$ cat config.mk
export PLATFORM = sky130hd
export DESIGN_NAME = mem_responder
export DESIGN_NICKNAME = d
export VERILOG_FILES = /design/src/rtl/mem_responder.sv
export SDC_FILE = /design/constraint.sdc
export NUM_CORES = 2
export LEC_CHECK = 0
export CAP_MARGIN = 5
export CORE_MARGIN = 5
export CORE_UTILIZATION = 44
export DETAILED_ROUTE_END_ITERATION = 6
export SETUP_SLACK_MARGIN = 0.15
export SYNTH_ARGS = -nofsm -noshare
export SYNTH_HDL_FRONTEND = slang
export SYNTH_SLANG_ARGS = --single-unit
$ cat constraint.sdc
create_clock -name clk -period 7.7 [get_ports clk]
set_input_delay 1.54 -clock clk [delete_from_list [all_inputs] [get_ports clk]]
set_output_delay 1.54 -clock clk [all_outputs]
set_load 0.02 [all_outputs]
$ cat src/rtl/mem_responder.sv
// Memory-side responder for the multicycle ARM core bus: word RAM with programmable wait states,
// one-cycle Ready pulse and saturating write counter. Build macro MEM_ALIGN_CHECK_EN rejects Adr[1:0] != 0.
module mem_responder #(
  parameter int DEPTH_WORDS = 64,
  parameter int WAIT_CYCLES = 2,
  parameter int CNT_W       = 16
) (
  input  logic             clk,
  input  logic             reset,
  input  logic [31:0]      Adr,
  input  logic [31:0]      WriteData,
  input  logic             MemWrite,
  input  logic             MemRead,
  output logic [31:0]      ReadData,
  output logic             Ready,
  output logic             AddrError,
  output logic [CNT_W-1:0] WriteCount,
  output logic             Busy
);

  localparam int               AW        = (DEPTH_WORDS > 1) ? $clog2(DEPTH_WORDS) : 1;
  localparam logic [29:0]      DEPTH_IDX = 30'(DEPTH_WORDS);
  localparam logic [3:0]       WAIT_LD   = 4'(WAIT_CYCLES);
  localparam logic [CNT_W-1:0] CNT_MAX   = {CNT_W{1'b1}};

  typedef enum logic [1:0] {
    ST_IDLE = 2'b00,
    ST_WAIT = 2'b01,
    ST_RESP = 2'b10
  } state_e;

  state_e           state_q, state_d;
  logic [3:0]       cnt_q, cnt_d;
  logic [AW-1:0]    idx_q, idx_d;
  logic [31:0]      wdata_q, wdata_d;
  logic             write_q, write_d;
  logic             err_q, err_d;
  logic             ready_q, ready_d;
  logic             aerr_q, aerr_d;
  logic [31:0]      rdata_q, rdata_d;
  logic             busy_q, busy_d;
  logic [CNT_W-1:0] wcount_q, wcount_d;
  logic [31:0]      mem_q [DEPTH_WORDS];

  logic range_err_s;
  logic misalign_s;
  logic commit_s;

  assign range_err_s = (Adr[31:2] >= DEPTH_IDX);
  assign commit_s    = (state_q == ST_RESP) && write_q && !err_q;

`ifdef MEM_ALIGN_CHECK_EN
  assign misalign_s = (Adr[1:0] != 2'b00);
`else
  logic unused_adr_s;
  assign misalign_s   = 1'b0;
  assign unused_adr_s = ^Adr[1:0];
`endif

  // Next-state, request latching and registered-output precomputation
  always_comb begin
    state_d  = state_q;
    cnt_d    = cnt_q;
    idx_d    = idx_q;
    wdata_d  = wdata_q;
    write_d  = write_q;
    err_d    = err_q;
    wcount_d = wcount_q;
    case (state_q)
      ST_IDLE: begin
        if (MemWrite || MemRead) begin
          idx_d   = Adr[AW+1:2];
          wdata_d = WriteData;
          write_d = MemWrite;
          err_d   = range_err_s || misalign_s;
          cnt_d   = WAIT_LD;
          if (WAIT_LD == 4'd0) begin
            state_d = ST_RESP;
          end else begin
            state_d = ST_WAIT;
          end
        end else begin
          state_d = ST_IDLE;
        end
      end
      ST_WAIT: begin
        if (cnt_q <= 4'd1) begin
          cnt_d   = 4'd0;
          state_d = ST_RESP;
        end else begin
          cnt_d   = cnt_q - 4'd1;
          state_d = ST_WAIT;
        end
      end
      ST_RESP: begin
        state_d = ST_IDLE;
        if (commit_s && (wcount_q != CNT_MAX)) begin
          wcount_d = wcount_q + CNT_W'(1);
        end else begin
          wcount_d = wcount_q;
        end
      end
      default: begin
        state_d = ST_IDLE;
      end
    endcase

    // Outputs are registered, so they are derived from the state being entered.
    ready_d = (state_d == ST_RESP);
    aerr_d  = ready_d && err_d;
    busy_d  = (state_d != ST_IDLE);
    if (ready_d && !write_d && !err_d) begin
      rdata_d = mem_q[idx_d];
    end else begin
      rdata_d = 32'h0000_0000;
    end
  end

  // Control state, latched request and output registers
  always_ff @(posedge clk) begin
    if (!reset) begin
      state_q  <= ST_IDLE;
      cnt_q    <= 4'd0;
      idx_q    <= {AW{1'b0}};
      wdata_q  <= 32'h0000_0000;
      write_q  <= 1'b0;
      err_q    <= 1'b0;
      ready_q  <= 1'b0;
      aerr_q   <= 1'b0;
      rdata_q  <= 32'h0000_0000;
      busy_q   <= 1'b0;
      wcount_q <= {CNT_W{1'b0}};
    end else begin
      state_q  <= state_d;
      cnt_q    <= cnt_d;
      idx_q    <= idx_d;
      wdata_q  <= wdata_d;
      write_q  <= write_d;
      err_q    <= err_d;
      ready_q  <= ready_d;
      aerr_q   <= aerr_d;
      rdata_q  <= rdata_d;
      busy_q   <= busy_d;
      wcount_q <= wcount_d;
    end
  end

  // RAM write port; contents survive reset but a write in a reset cycle is discarded
  always_ff @(posedge clk) begin
    if (reset && commit_s) begin
      mem_q[idx_q] <= wdata_q;
    end
  end

  assign ReadData   = rdata_q;
  assign Ready      = ready_q;
  assign AddrError  = aerr_q;
  assign WriteCount = wcount_q;
  assign Busy       = busy_q;

endmodule
# ---- Word-level counts from Yosys, hierarchy flattened
# Memories as Yosys holds them, arrays and structs flattened. A register that Yosys moved wholly into a read port is not among the register bits.
# Cells that the tools add are included.
dict set report word_totals {
  ff_bits 65
  latch_bits 0
  ram_bits 2048
  rom_bits 0
  in_bits 68
  out_inout_bits 51
  memories 1
}
# memory words width read_ports rd_ports_with_merged_regs write_ports line
set memory_table {}
lappend memory_table {mem_q 64 32 1 1 1 43} ;# logic [31:0] mem_q [DEPTH_WORDS];
dict set report classes {
  addsub 2
  multipliers 0
  n_div 0
  magnitude_cmp 2
  n_eq_ne 5
  shifts 0
  muxes 14
  bitwise 0
  reduce_logical 19
}
# op count
set op_table {}
lappend op_table {{30-bit by 7-bit greater-or-equal comparator with 1-bit output, second input constant} 1}
lappend op_table {{16-bit by 1-bit adder with 16-bit output, second input constant} 1}
lappend op_table {{16-bit != test, second input constant} 1}
lappend op_table {{6-bit 2-to-1 mux} 2}
lappend op_table {{4-bit 2-to-1 mux} 2}
lappend op_table {{4-bit case mux with 2 select lines} 1}
lappend op_table {{2-bit AND reduction} 4}
lappend op_table {{1-bit logical AND} 7}
lappend op_table {{1-bit 2-to-1 mux} 7}
lappend op_table {{2-bit == test, second input constant} 2}
lappend op_table {{4-bit by 1-bit <= comparator with 1-bit output, second input constant} 1}
lappend op_table {{1-bit zero test} 4}
lappend op_table {{2-bit case mux with 2 select lines} 1}
lappend op_table {{2-bit nonzero test} 2}
lappend op_table {{4-bit by 1-bit subtractor with 4-bit output, second input constant} 1}
lappend op_table {{2-bit by 1-bit == test with 1-bit output, second input constant} 1}
lappend op_table {{2-bit zero test} 1}
lappend op_table {{2-bit 2-to-1 mux} 1}
lappend op_table {{2-bit != test, second input constant} 1}
lappend op_table {{1-bit logical OR} 1}

# ---- Logic depth before layout (Yosys ltp)
dict set report depth {
  ltp_word 8
  mapped_depth 15
}

# ---- Worst setup path before layout
# No wires, ideal clock.
dict set report synth_path {
  path_kind {input to register}
  start {input port MemRead}
  end {register rdata_q[10], in the netlist ReadData[10] (read register of mem_q)}
  setup_time_ns 0.127
  arrival_time_ns 3.755
  t_required_ns 7.573
  setup_slack_ns 3.818
  stages 11
  n_path_buf 3
  cell_sequence {or2_1 buf_2 nand3_1 and2_4 buf_8 buf_2 mux4_2 o22a_1 o221ai_1 o22ai_1 or3_1}
}
dict set report synth_via {
  elab_chain_len 8
  elab_cells_between_ends 16
}
# element line
set synth_lines {}
lappend synth_lines {{start, declared} 13} ;# input logic MemRead,
lappend synth_lines {{1-bit logical OR (*)} 71} ;# if (MemWrite || MemRead) begin
lappend synth_lines {{1-bit 2-to-1 mux} 71}
lappend synth_lines {{2-bit case mux with 2 select lines / 1-bit 2-to-1 mux (equally long branches)} 69} ;# case (state_q)
lappend synth_lines {{2-bit == test / 1-bit zero test (equally long branches)} {109, 112}}
lappend synth_lines {{1-bit logical AND (2 in a row)} 112} ;# if (ready_d && !write_d && !err_d) begin
lappend synth_lines {{2-bit AND reduction (no source line)} --}
lappend synth_lines {{1-bit zero test (no source line)} --}
lappend synth_lines {{end, declared} 40} ;# logic [31:0] rdata_q, rdata_d;
# Every way passes the cells marked *; elsewhere a longest branch is shown, timed or not.
# A chain may end at the register's enable or synchronous reset.

# ---- Final worst setup path
dict set report layout_path {
  start {input port MemRead}
  end {register rdata_q[18], in the netlist ReadData[18] (read register of mem_q)}
}
# Same word-level chain as after synthesis.

==> results.tsv <==
metric	value	unit
cts_made_buffers	215	
synth_common_cells	2048 x edfxtp_1, 1248 x nand2_1, 402 x nand3_1	
r2r_cells	9	
first_pass_iters	6	
worst_slew_pin_slew	1410	ps
ys_warn_count	0	
synthToLayoutAreaGrowth	13.8	%
ys_types	80	
status	finished, final reports clean	
global_route.usage.met2	39.9	%
crit_type	input pin to flip-flop	
setup-tns-final	0	ps
place_congestion	0.826	
synthFlopType	edfxtp_1	
fin_crit_sh	72.7	%
antenna_found_initial	12	
postSynthAreaPerCell	14.7	um^2
cts.clk_slew.worst_paths	60	ps
synth_top_family_by_area	simple AND/OR/NAND/NOR gates	
reg2reg_from	state_q[0]	
rows	160	
grt_use_total	25.6	%
viasPerCell	6.06	
dp_slack	1350	ps
reg2reg_slack	2610	ps
netlist_instances	5709	
synth_compound_area_share	7.11	%
min_path_cells	2	
synth_edf_count	2048	
yosysTopAreaCellShare	73.4	%
die_h	446	um
drt-initial-drc-count	6963	
drv_slew	0	
synthesis.nets	5780	
clockRootBuffer	clkbuf_16	
cts_resized	0	
cp_max_fo	38	
power_density	279	nW/um^2
routedWlPerCell	30.1	um
gr-usage-met3	4.54	%
antenna_left	0	
synth.most_common_cell	edfxtp_1	
hp-class	flip-flop to flip-flop	
drv_cap	0	
overflow	0	
critPathRequiredTime	8500	ps
r2r-end	ReadData[19]	
synth-simple-area-share	11.3	%
grt_max_degree	136	
grt_pass1_vias	49700	
finalHoldViolCount	0	
fin_skew	30.5	ps
htree_levels	4	
final_area	95300	um^2
layout_min_cycle_time	5600	ps
place_area	88700	um^2
fmax	179	MHz
coreArea	190000	um^2
dieArea	199000	um^2
clk_latency	850	ps
drive_gt1_share	12.2	%
min_to	wdata_q[31]	
tritoncts	done	
synth-async-reset-ratio	0	%
ir_drop	0.000221	V
whs	452	ps
synthTopCellsByArea	edfxtp_1 73%, nand2_1 5.6%, nand3_1 2.4%	
post_cts_buffers	0	
rsz0062_at_grt	false	
yosys_register_bits	2145	
synth_area	83800	um^2
relSlewSlack	6.08	%
hpwl	143000	um
final_nets	5954	
numClockSinks	2145	
initial_core_util	44.1	%
ctsHoldBuffers	0	
arrival	6400	ps
setup_violations	0	
grt_pass1_wl	366000	um
drc_errors	0	
worstHoldStart	wdata_q[31]	
gr-usage-met1	35.7	%
worstSetupStartpointType	input pin	
end_kind	flip-flop	
top_usage_layer	met2	
ys_seq_area_share	75.7	%
synthXorXnorAreaFrac	0.125	%
fill_cells	15900	
setup_slack	2100	ps
clockBufferDepth	3	
synthMuxAreaShare	3.24	%
postLayoutCoreUtil	50.2	%
yosysTopAreaCell	edfxtp_1	
port_buffers	116	
ioPinCount	119	
seqCellArea	63500	um^2
multiInputGateArea	18900	um^2
wl	258000	um
power.leakage	31.7	nW
routed-via-count	52100	
dieWidth	446	um
yosys.area_share.adder	0.0448	%
==> cell families after synthesis <==
family	Yosys count
mux	162
simple gates	2138
compound gates	856
fa+ha+maj	3
flops	2145
buf+inv	393
xor+xnor	12
==> flip-flops by register name, indices dropped and copies added, names as in the netlist <==
register / count
cnt_q: 4
AddrError: 1
ReadData: 32
err_q: 1
mem_q: 2048
Ready: 1
Busy: 1
state_q: 2
idx_q: 6
WriteCount: 16
wdata_q: 32
write_q: 1
==> critical path, cell delays in order <==
cell	delay, ps
clkdlybuf4s50_1	520
or2_1	500
nand3_4	510
nand2_4	660
buf_4	600
mux4_2	330
o22a_1	150
o221ai_1	210
o22ai_1	1070
or3_1	230
==> metrics by stage <==
stage	cells	power (mW)
2_1_floorplan	5709	15.5
3_3_place_gp	8176	16.8
3_5_place_dp	8176	16.9
4_1_cts	8576	26.6
5_1_grt	8591	27.4
6_report	8594	26.6
==> worst max path at each step <==
| stage | end | slack, ps | cells after the start | from |
|---|---|---|---|---|
| after detailed placement | ReadData[27] | 1350 | 11 | MemRead |
| after global routing | ReadData[19] | 2110 | 10 | MemWrite |
| after floorplan | ReadData[10] | 3820 | 11 | MemRead |
| final | ReadData[18] | 2100 | 10 | MemRead |
| after global placement | ReadData[7] | 1390 | 11 | MemWrite |
| after CTS | ReadData[27] | 2220 | 11 | MemRead |
==> routing by layer <==
layer  wire length (um)  vias to the layer above
met1             104000                    26600
li1                   -                    22300
met2             119000                     2685
met3              23400                      476
met4              11600                        4
met5                 27                        -
==> layout by cell type (no fill, tap or decap), types with 116 or more instances in the layout <==
cell,Yosys,routed
clkdlybuf4s50_1,0,116
clkbuf_16,0,217
a21oi_1,118,117
and3_1,244,244
buf_4,35,204
nand3_1,402,400
edfxtp_1,2048,2048
a31oi_1,187,187
a211oi_1,238,238
nand2_1,1248,1242
==> cell type report <==
cell class / instances / share of cell area (%)
clock buffers: 313 / 6.26
flip-flops and latches: 2145 / 66.6
well taps: 2511 / 3.30
diodes: 17 / 0.0446
repair buffers: 343 / 3.29
multi-input cells: 3171 / 19.8
clock inverters: 87 / 0.664
inverters: 7 / 0.0276
==> report_power, final <==
group / switching [mW] / total (mW) / internal (mW)
logic: 2.51 / 3.54 / 1.02
registers: 0.131 / 13.1 / 13.0
clock network: 4.44 / 9.92 / 5.48
total: 7.08 / 26.6 / 19.5
(Power assumes the default switching activity.)
